### src/rtl/fixed_div_issuer.sv
// rtl/fixed_div_issuer.sv - request FIFO and strobe/valid issuer for one fixed-point divider
// Optional feature macro: DIV_ISSUER_ZERO_CHECK_EN (answer zero divisors locally, no strobe)
module fixed_div_issuer #(
    parameter int DEPTH   = 4,
    parameter int TAG_W   = 4,
    parameter int TIMEOUT = 64,
    parameter int FIXED_W = 32
) (
    input  logic               clk,
    input  logic               reset,
    input  logic               req_valid,
    output logic               req_ready,
    input  logic [FIXED_W-1:0] req_a,
    input  logic [FIXED_W-1:0] req_b,
    input  logic [TAG_W-1:0]   req_tag,
    output logic               rsp_valid,
    input  logic               rsp_ready,
    output logic [FIXED_W-1:0] rsp_q,
    output logic [TAG_W-1:0]   rsp_tag,
    output logic               rsp_err,
    output logic               div_strobe,
    output logic [FIXED_W-1:0] div_a,
    output logic [FIXED_W-1:0] div_b,
    input  logic               div_valid,
    input  logic [FIXED_W-1:0] div_q,
    output logic               busy
);

    localparam int AW = $clog2(DEPTH);
    localparam int CW = $clog2(TIMEOUT);

    typedef enum logic [1:0] {IDLE, ISSUE, GAP} state_t;

    logic [FIXED_W-1:0] mem_a   [DEPTH];
    logic [FIXED_W-1:0] mem_b   [DEPTH];
    logic [TAG_W-1:0]   mem_tag [DEPTH];
    logic [AW-1:0]      wr_ptr;
    logic [AW-1:0]      rd_ptr;
    logic [AW:0]        count;

    state_t             state;
    logic [CW-1:0]      tcnt;
    logic [TAG_W-1:0]   cur_tag;

    logic               push;
    logic               pop;
    logic [FIXED_W-1:0] head_a;
    logic [FIXED_W-1:0] head_b;
    logic [TAG_W-1:0]   head_tag;

    assign req_ready = (count != (AW+1)'(DEPTH));
    assign push      = req_valid && req_ready;
    // The response slot must be empty (or emptying this edge) before a new operation starts,
    // so a completed result always has somewhere to land.
    assign pop       = (state == IDLE) && (count != '0) && (!rsp_valid || rsp_ready);
    assign head_a    = mem_a[rd_ptr];
    assign head_b    = mem_b[rd_ptr];
    assign head_tag  = mem_tag[rd_ptr];
    assign busy      = (count != '0) || (state != IDLE);

    // FIFO storage: data needs no reset, validity is tracked by count
    always_ff @(posedge clk) begin
        if (push) begin
            mem_a[wr_ptr]   <= req_a;
            mem_b[wr_ptr]   <= req_b;
            mem_tag[wr_ptr] <= req_tag;
        end
    end

    // FIFO pointers and occupancy
    always_ff @(posedge clk or posedge reset) begin
        if (reset) begin
            wr_ptr <= '0;
            rd_ptr <= '0;
            count  <= '0;
        end else begin
            if (push) wr_ptr <= wr_ptr + AW'(1);
            if (pop)  rd_ptr <= rd_ptr + AW'(1);
            case ({push, pop})
                2'b10:   count <= count + (AW+1)'(1);
                2'b01:   count <= count - (AW+1)'(1);
                default: count <= count;
            endcase
        end
    end

    // Issue FSM with registered divider and response outputs
    always_ff @(posedge clk or posedge reset) begin
        if (reset) begin
            state      <= IDLE;
            tcnt       <= '0;
            cur_tag    <= '0;
            div_strobe <= 1'b0;
            div_a      <= '0;
            div_b      <= '0;
            rsp_valid  <= 1'b0;
            rsp_q      <= '0;
            rsp_tag    <= '0;
            rsp_err    <= 1'b0;
        end else begin
            // Drain first; a load later in this block overrides it.
            if (rsp_valid && rsp_ready) rsp_valid <= 1'b0;
            case (state)
                IDLE: begin
                    if (pop) begin
                        div_a   <= head_a;
                        div_b   <= head_b;
                        cur_tag <= head_tag;
                        tcnt    <= '0;
`ifdef DIV_ISSUER_ZERO_CHECK_EN
                        if (head_b == '0) begin
                            // Saturate toward the sign of the dividend.
                            rsp_q     <= head_a[FIXED_W-1] ? {1'b1, {(FIXED_W-1){1'b0}}}
                                                           : {1'b0, {(FIXED_W-1){1'b1}}};
                            rsp_tag   <= head_tag;
                            rsp_err   <= 1'b1;
                            rsp_valid <= 1'b1;
                            state     <= GAP;
                        end else begin
                            div_strobe <= 1'b1;
                            state      <= ISSUE;
                        end
`else
                        div_strobe <= 1'b1;
                        state      <= ISSUE;
`endif
                    end
                end
                ISSUE: begin
                    if (div_valid) begin
                        rsp_q      <= div_q;
                        rsp_tag    <= cur_tag;
                        rsp_err    <= 1'b0;
                        rsp_valid  <= 1'b1;
                        div_strobe <= 1'b0;
                        state      <= GAP;
                    end else if (tcnt == CW'(TIMEOUT-1)) begin
                        rsp_q      <= '0;
                        rsp_tag    <= cur_tag;
                        rsp_err    <= 1'b1;
                        rsp_valid  <= 1'b1;
                        div_strobe <= 1'b0;
                        state      <= GAP;
                    end else begin
                        tcnt <= tcnt + CW'(1);
                    end
                end
                GAP: begin
                    // Guarantees the divider sees strobe low between operations.
                    state <= IDLE;
                end
                default: begin
                    state      <= IDLE;
                    div_strobe <= 1'b0;
                end
            endcase
        end
    end

endmodule

### config.mk
export PLATFORM = sky130hd
export DESIGN_NAME = fixed_div_issuer
export DESIGN_NICKNAME = d
export VERILOG_FILES = /design/src/rtl/fixed_div_issuer.sv
export SDC_FILE = /design/constraint.sdc
export NUM_CORES = 1
export LEC_CHECK = 0
export ABC_AREA = 1
export CAP_MARGIN = 30
export CORE_ASPECT_RATIO = 0.8
export CORE_MARGIN = 3
export CORE_UTILIZATION = 58
export CTS_BUF_LIST = sky130_fd_sc_hd__clkbuf_4 sky130_fd_sc_hd__clkbuf_8 sky130_fd_sc_hd__clkbuf_16
export DETAILED_ROUTE_END_ITERATION = 12
export GPL_TIMING_DRIVEN = 0
export PLACE_DENSITY = 0.84
export SYNTH_ARGS = -nofsm -noshare
export SYNTH_HDL_FRONTEND = slang
export SYNTH_SLANG_ARGS = --single-unit
### constraint.sdc
create_clock -name clk -period 11 [get_ports clk]
set_input_delay 1.1 -clock clk [delete_from_list [all_inputs] [get_ports clk]]
set_output_delay 1.1 -clock clk [all_outputs]
set_load 0.02 [all_outputs]
## Word-level counts from Yosys, hierarchy flattened

Memory sizes are Yosys's and may differ from the RTL's. A register that Yosys moved wholly into a read port is not among the register bits.
Index checks and enable logic that the tools add are counted.

- Bits in latches: 0
- Output and inout bits: 105
- Memory bits (writable): 272
- Memories kept: 3
- ROM bits: 0
- Bits in registers: 54

Memory list:

| name | words | width | read ports | clocked after memory_dff | write ports | RTL line | RTL |
|---|---|---|---|---|---|---|---|
| mem_a | 4 | 32 | 1 | 1 | 1 | 34 | `logic [FIXED_W-1:0] mem_a [DEPTH];` |
| mem_b | 4 | 32 | 1 | 1 | 1 | 35 | `logic [FIXED_W-1:0] mem_b [DEPTH];` |
| mem_tag | 4 | 4 | 1 | 1 | 1 | 36 | `logic [TAG_W-1:0] mem_tag [DEPTH];` |

- Add/sub/neg operators: 5
- Bitwise gates (word level): 1
- Equality and inequality tests: 10
- Multiplexer cells: 25
- $lt $le $gt $ge: 0
- Reduce and logical (&&, ||, !) cells: 18
- Divide/modulo/power cells: 0
- $mul: 0
- Shift operators: 0

Operator list:

| cell | count |
|---|---|
| $mux 32 | 2 |
| $mux 6 | 3 |
| $pmux 6 s2 | 1 |
| $mux 1 | 11 |
| $mux 4 | 2 |
| $reduce_bool 2->1 | 4 |
| $add 6x1->6 const B | 1 |
| $eq 6x6->1 const B | 1 |
| $mux 2 | 3 |
| $ne 2x2->1 const B | 3 |
| $ne 3x3->1 const B | 2 |
| $pmux 3 s2 | 1 |
| $reduce_and 2->1 | 3 |
| $add 2x1->2 const B | 2 |
| $eq 2x1->1 const B | 2 |
| $eq 2x2->1 const B | 2 |
| $logic_and 1x1->1 | 4 |
| $pmux 2 s2 | 1 |
| $reduce_and 4->1 | 1 |
| $add 3x1->3 const B | 1 |
| $pmux 1 s3 | 1 |
| $reduce_and 3->1 | 1 |
| $reduce_bool 3->1 | 1 |
| $sub 3x1->3 const B | 1 |
| 4 further kinds | 5 |

## Logic depth before layout (Yosys ltp)

- Word-level depth: 5
- Mapped depth: 12

## Least setup slack after synthesis

No wires, ideal clock.

- Path kind: input to register
- Start point: input req_valid
- End point: memory mem_a[0][0], enable pin
- Data arrival time: 4.132 ns
- Library setup time: 0.495 ns
- Required time: 10.505 ns
- Buffers on the path: 0
- Setup slack: 6.374 ns
- Cell stages on the path: 2
- Cell sequence: nand2_1 -> nor2_1

- Longest elaborated chain between the ends: 3

RTL lines:

| item | RTL line | RTL |
|---|---|---|
| start, declared | 11 | `input logic req_valid,` |
| $logic_and 1x1->1 | 52 | `assign push = req_valid && req_ready;` |
| $mux 1 | 63 | `if (push) begin` |
| $mux 1 (implied by the code) | 64 | `mem_a[wr_ptr] <= req_a;` |
| end, declared | 34 |  |

Every way passes these cells.

## Worst setup path after layout

- Start point: input rsp_ready
- End point: register count[2]

- Longest elaborated chain between the ends: 4
- Elaborated cells on any way between the ends: 6
- Classes of those cells: 2 x eq/ne; 1 x mux; 3 x reduce/logical

RTL lines:

| item | RTL line | RTL |
|---|---|---|
| start, declared | 17 | `input logic rsp_ready,` |
| $logic_or 1x1->1 (*) | 55 | `assign pop = (state == IDLE) && (count != '0) && (!rsp_valid \|\| rsp_ready);` |
| $logic_and 1x1->1 (*) | 55 |  |
| named net pop | 46 | `logic pop;` |
| $eq 2x1->1 / $eq 2x2->1 (equally long branches) | 79 | `case ({push, pop})` |
| $pmux 3 s2 / $reduce_bool 2->1 (equally long branches) | n/a |  |
| end signal, assigned | 80 | `2'b10: count <= count + (AW+1)'(1);` |
| end signal, assigned | 81 | `2'b01: count <= count - (AW+1)'(1);` |
| end signal, assigned | 82 | `default: count <= count;` |
| end, declared | 39 | `logic [AW:0] count;` |

The timed path passes the listed nets; every way through them passes the cells marked *.
A chain may end at the register's enable or synchronous reset.

==> impl_results.md <==
- GRT Max-Usage Layer: met2
- Register Area: around 11000 sq um
- Final setup TNS: 0 ns
- Leakage dissipation: around 7 nW
- Highest attainable clock frequency: around 300 MHz
- Area of the mapped netlist: around 15000 sq um
- CTS Hold Buffers Added: 0
- Antenna Nets Post-Route: 0
- Area used by multi-input combinational logic: around 3300 sq um
- Drt first pass iters: 6
- Final setup violation count: 0
- Count of instances resized after the clock tree is built: 0
- Power Dens Cells: approximately 300 nW/um^2
- Clock root buffer: sky130_fd_sc_hd__clkbuf_16
- Horizontal extent of the die: 185 microns
- Vias in the first global route: about 10k
- Cells along the critical path: clkdlybuf4s50_1, inv_1, nand2_1, nand2_1, nor2_2, buf_6, buf_2, ha_1, inv_1, fa_1, a21oi_1, o21ai_0, xor2_1
- Final cell area excluding filler cells: between 15000 and 20000 sq um
- Net Count, Synth: 1326
- Min Tclk post-route: 3.31 ns
- I/O pin count: 210
- Insertion delay to the later sink of the worst-skew pair: approximately 0.53 ns
- Post-Place Cell Area: ~18000 sq um
- Number of levels the H-tree was split into: 2
- Residual DRC count: 0
- Vias after detailed routing: ~10k
- Number of post-CTS setup repair buffers: 0
- Slowest stage cell on the critical path: sky130_fd_sc_hd__clkdlybuf4s50_1
- Cell row count: between 50 and 60
- Status: completed
- Global-route wire length before repair: 56100 microns
- Flops & latches, synth: slightly below 400
- Worst hold slack after final layout: about 0.47 ns
- GR Layer Usage met3: 0.0570
- Cell depth of the worst min-delay path: 2
- Relative slew slack: 0.414
- Overflow left after global routing: 0
- Met1 Resource Use GR: 0.350
- Worst Path Max Fanout: 10
- Overall track demand over capacity in global routing: 0.266
- Global placer's final weighted congestion: ~0.82
- Critical path endpoint category: register
- Worst min-delay path class: reg -> reg
- Post-synthesis cell count: around 1.2k
- Post-synthesis average cell area: about 12 sq um
- TritonCTS sink count: roughly 390
- Required time of the worst setup path: approximately 11 ns
- Clock buffer depth: 3
- Post-synthesis sequential area ratio: 0.754
- Post-route clock period utilization: 0.301
- Maxcap violations: 0
- Max-slew violation count: 0
- CP peak stage delay: around 0.46 ns
- RSZ-0062 raised after global routing: false
- Placed wire-length estimate: roughly 24000 microns
- Tightest Pin Transition: around 0.88 ns
- Core area: between 20000 and 25000 sq um
- Final number of hold-violating endpoints: 0
- Commonest cells after routing, fill and taps aside: sky130_fd_sc_hd__nor2_1, sky130_fd_sc_hd__edfxtp_1, sky130_fd_sc_hd__clkdlybuf4s50_1
- Most common cell after layout, fill and taps aside: sky130_fd_sc_hd__nor2_1
- Overall power consumption: approximately 0.0056 W
- Met2 track demand over resource in global routing: 0.451
- Clock tree from TritonCTS: yes
- Overall routed net length: roughly 37000 microns
- Via-per-instance ratio: roughly 5.6
- Fraction of layout cells with a size suffix above 1: 0.0839
- Largest net degree at the start of global routing: between 70 and 80
- Die ar.: 27600 sq um
- Critical Path AT: around 3.7 ns
- Count of distinct cell types in the synthesized netlist: 25
- Fin Clk Skew: roughly 0.019 ns
- Port buffer count: between 200 and 250
- Number of fill cells: approximately 1.5k
- Maximum vdd ir drop: between 0.00015 and 0.0002 V
- Clock-pin slew on the worst setup and hold paths: around 0.06 ns
- Detailed router's first-iteration violation count: 1051
- Avg WL per Cell: 20.2 microns
- CTS buffer count: 38
- Type of the worst setup path: in -> reg
- Number of diodes: 0
- Antenna violations before repair: 4
- CP Launch Type: input pin
- Number of warning messages in the yosys log: 0
- NumNets Final: approximately 1.6k
- Worst Reg-to-Reg Cells: 11
- Die Y: roughly 150 microns
- Layout Area Growth over Synthesis: 26.4%
- Initial Util: 0.601
==> worst max-delay path, delay by kind of cell <==
kind / cells / cell delay [ns]
adder cells (fa/ha/maj): 2 / 0.58
AND/OR/NAND/NOR: 3 / 0.49
AO/OA/AOI/OAI: 2 / 0.25
XOR/XNOR: 1 / 0.15
buffers and inverters: 5 / 1.12
==> kinds of logic (layout without fill, tap and decap cells) <==
logic type,Yosys count,in the layout,share of synthesized area
buffers and inverters,92,379,0.0289
and+or+nand+nor,491,491,0.126
DFF,394,394,0.754
adders and majority gates,7,7,0.00639
xor gates and xnor gates,6,6,0.00353
AOI/OAI and AO/OA,224,224,0.0810
==> state kept, by name (all words and copies together), names as in the netlist, 3 cells and up <==
register  flops
div_b        32
div_a        32
cur_tag       4
mem_a       128
count         3
mem_tag      16
rsp_tag       4
tcnt          6
rsp_q        32
mem_b       128
==> layer usage <==
| layer | routed length, microns | up-vias |
|---|---|---|
| met1 | 14000 | 4952 |
| met4 | 837 | 8 |
| li1 | - | 4709 |
| met5 | 57 | - |
| met2 | 18100 | 520 |
| met3 | 3660 | 76 |
==> where the power goes <==
group	internal, W	switching (W)
Combinational	0.000801	0.00135
Sequential	0.00203	0.000190
Clock	0.000713	0.000531
Total	0.00355	0.00207
==> cell usage after synthesis, drive strengths merged <==
cell	n	area, sq um
nor2	351	1330
nand2	133	499
o21ai	156	785
inv	26	97.6
xor2	5	43.8
dfrtp	122	3050
nor3	2	15.0
fa	1	20.0
buf	50	273
clkbuf	16	60.1
xnor2	1	8.76
ha	6	75.1
a31oi	64	400
nand3	5	30.0
a21oi	4	20.0
edfxtp	272	8170
==> path summary, 6_finish.rpt <==
path	start	end	slack, ns
worst max-delay path	rsp_ready	count[2]	7.69
worst min-delay path	rsp_q[9]	rsp_q[9]	0.47
worst max register to register	state[0]	count[2]	8.30
worst min register to register	rsp_q[9]	rsp_q[9]	0.47
max in group asynchronous	reset	wr_ptr[0]	9.21
min in group asynchronous	reset	div_a[25]	1.01
==> area by class of cell <==
type / instances / area share
Sequential cell: 394 / 0.597
Multi-Input combinational cell: 728 / 0.173
Timing Repair Buffer: 219 / 0.123
Clock buffer: 52 / 0.0574
Tap cell: 318 / 0.0212
Buffer: 66 / 0.0177
Clock inverter: 16 / 0.00552
Inverter: 26 / 0.00546
==> metrics by stage <==
stage,setup slack (ns),cells,utilization
final,7.69,1819,0.759
after global routing,7.58,1819,0.759
after CTS,7.74,1819,0.759
after detailed placement,7.20,1751,0.711
after global placement,3.74,1741,0.701
after floorplan,6.37,1214,-
No activity file was read; power rests on OpenSTA's default activity.
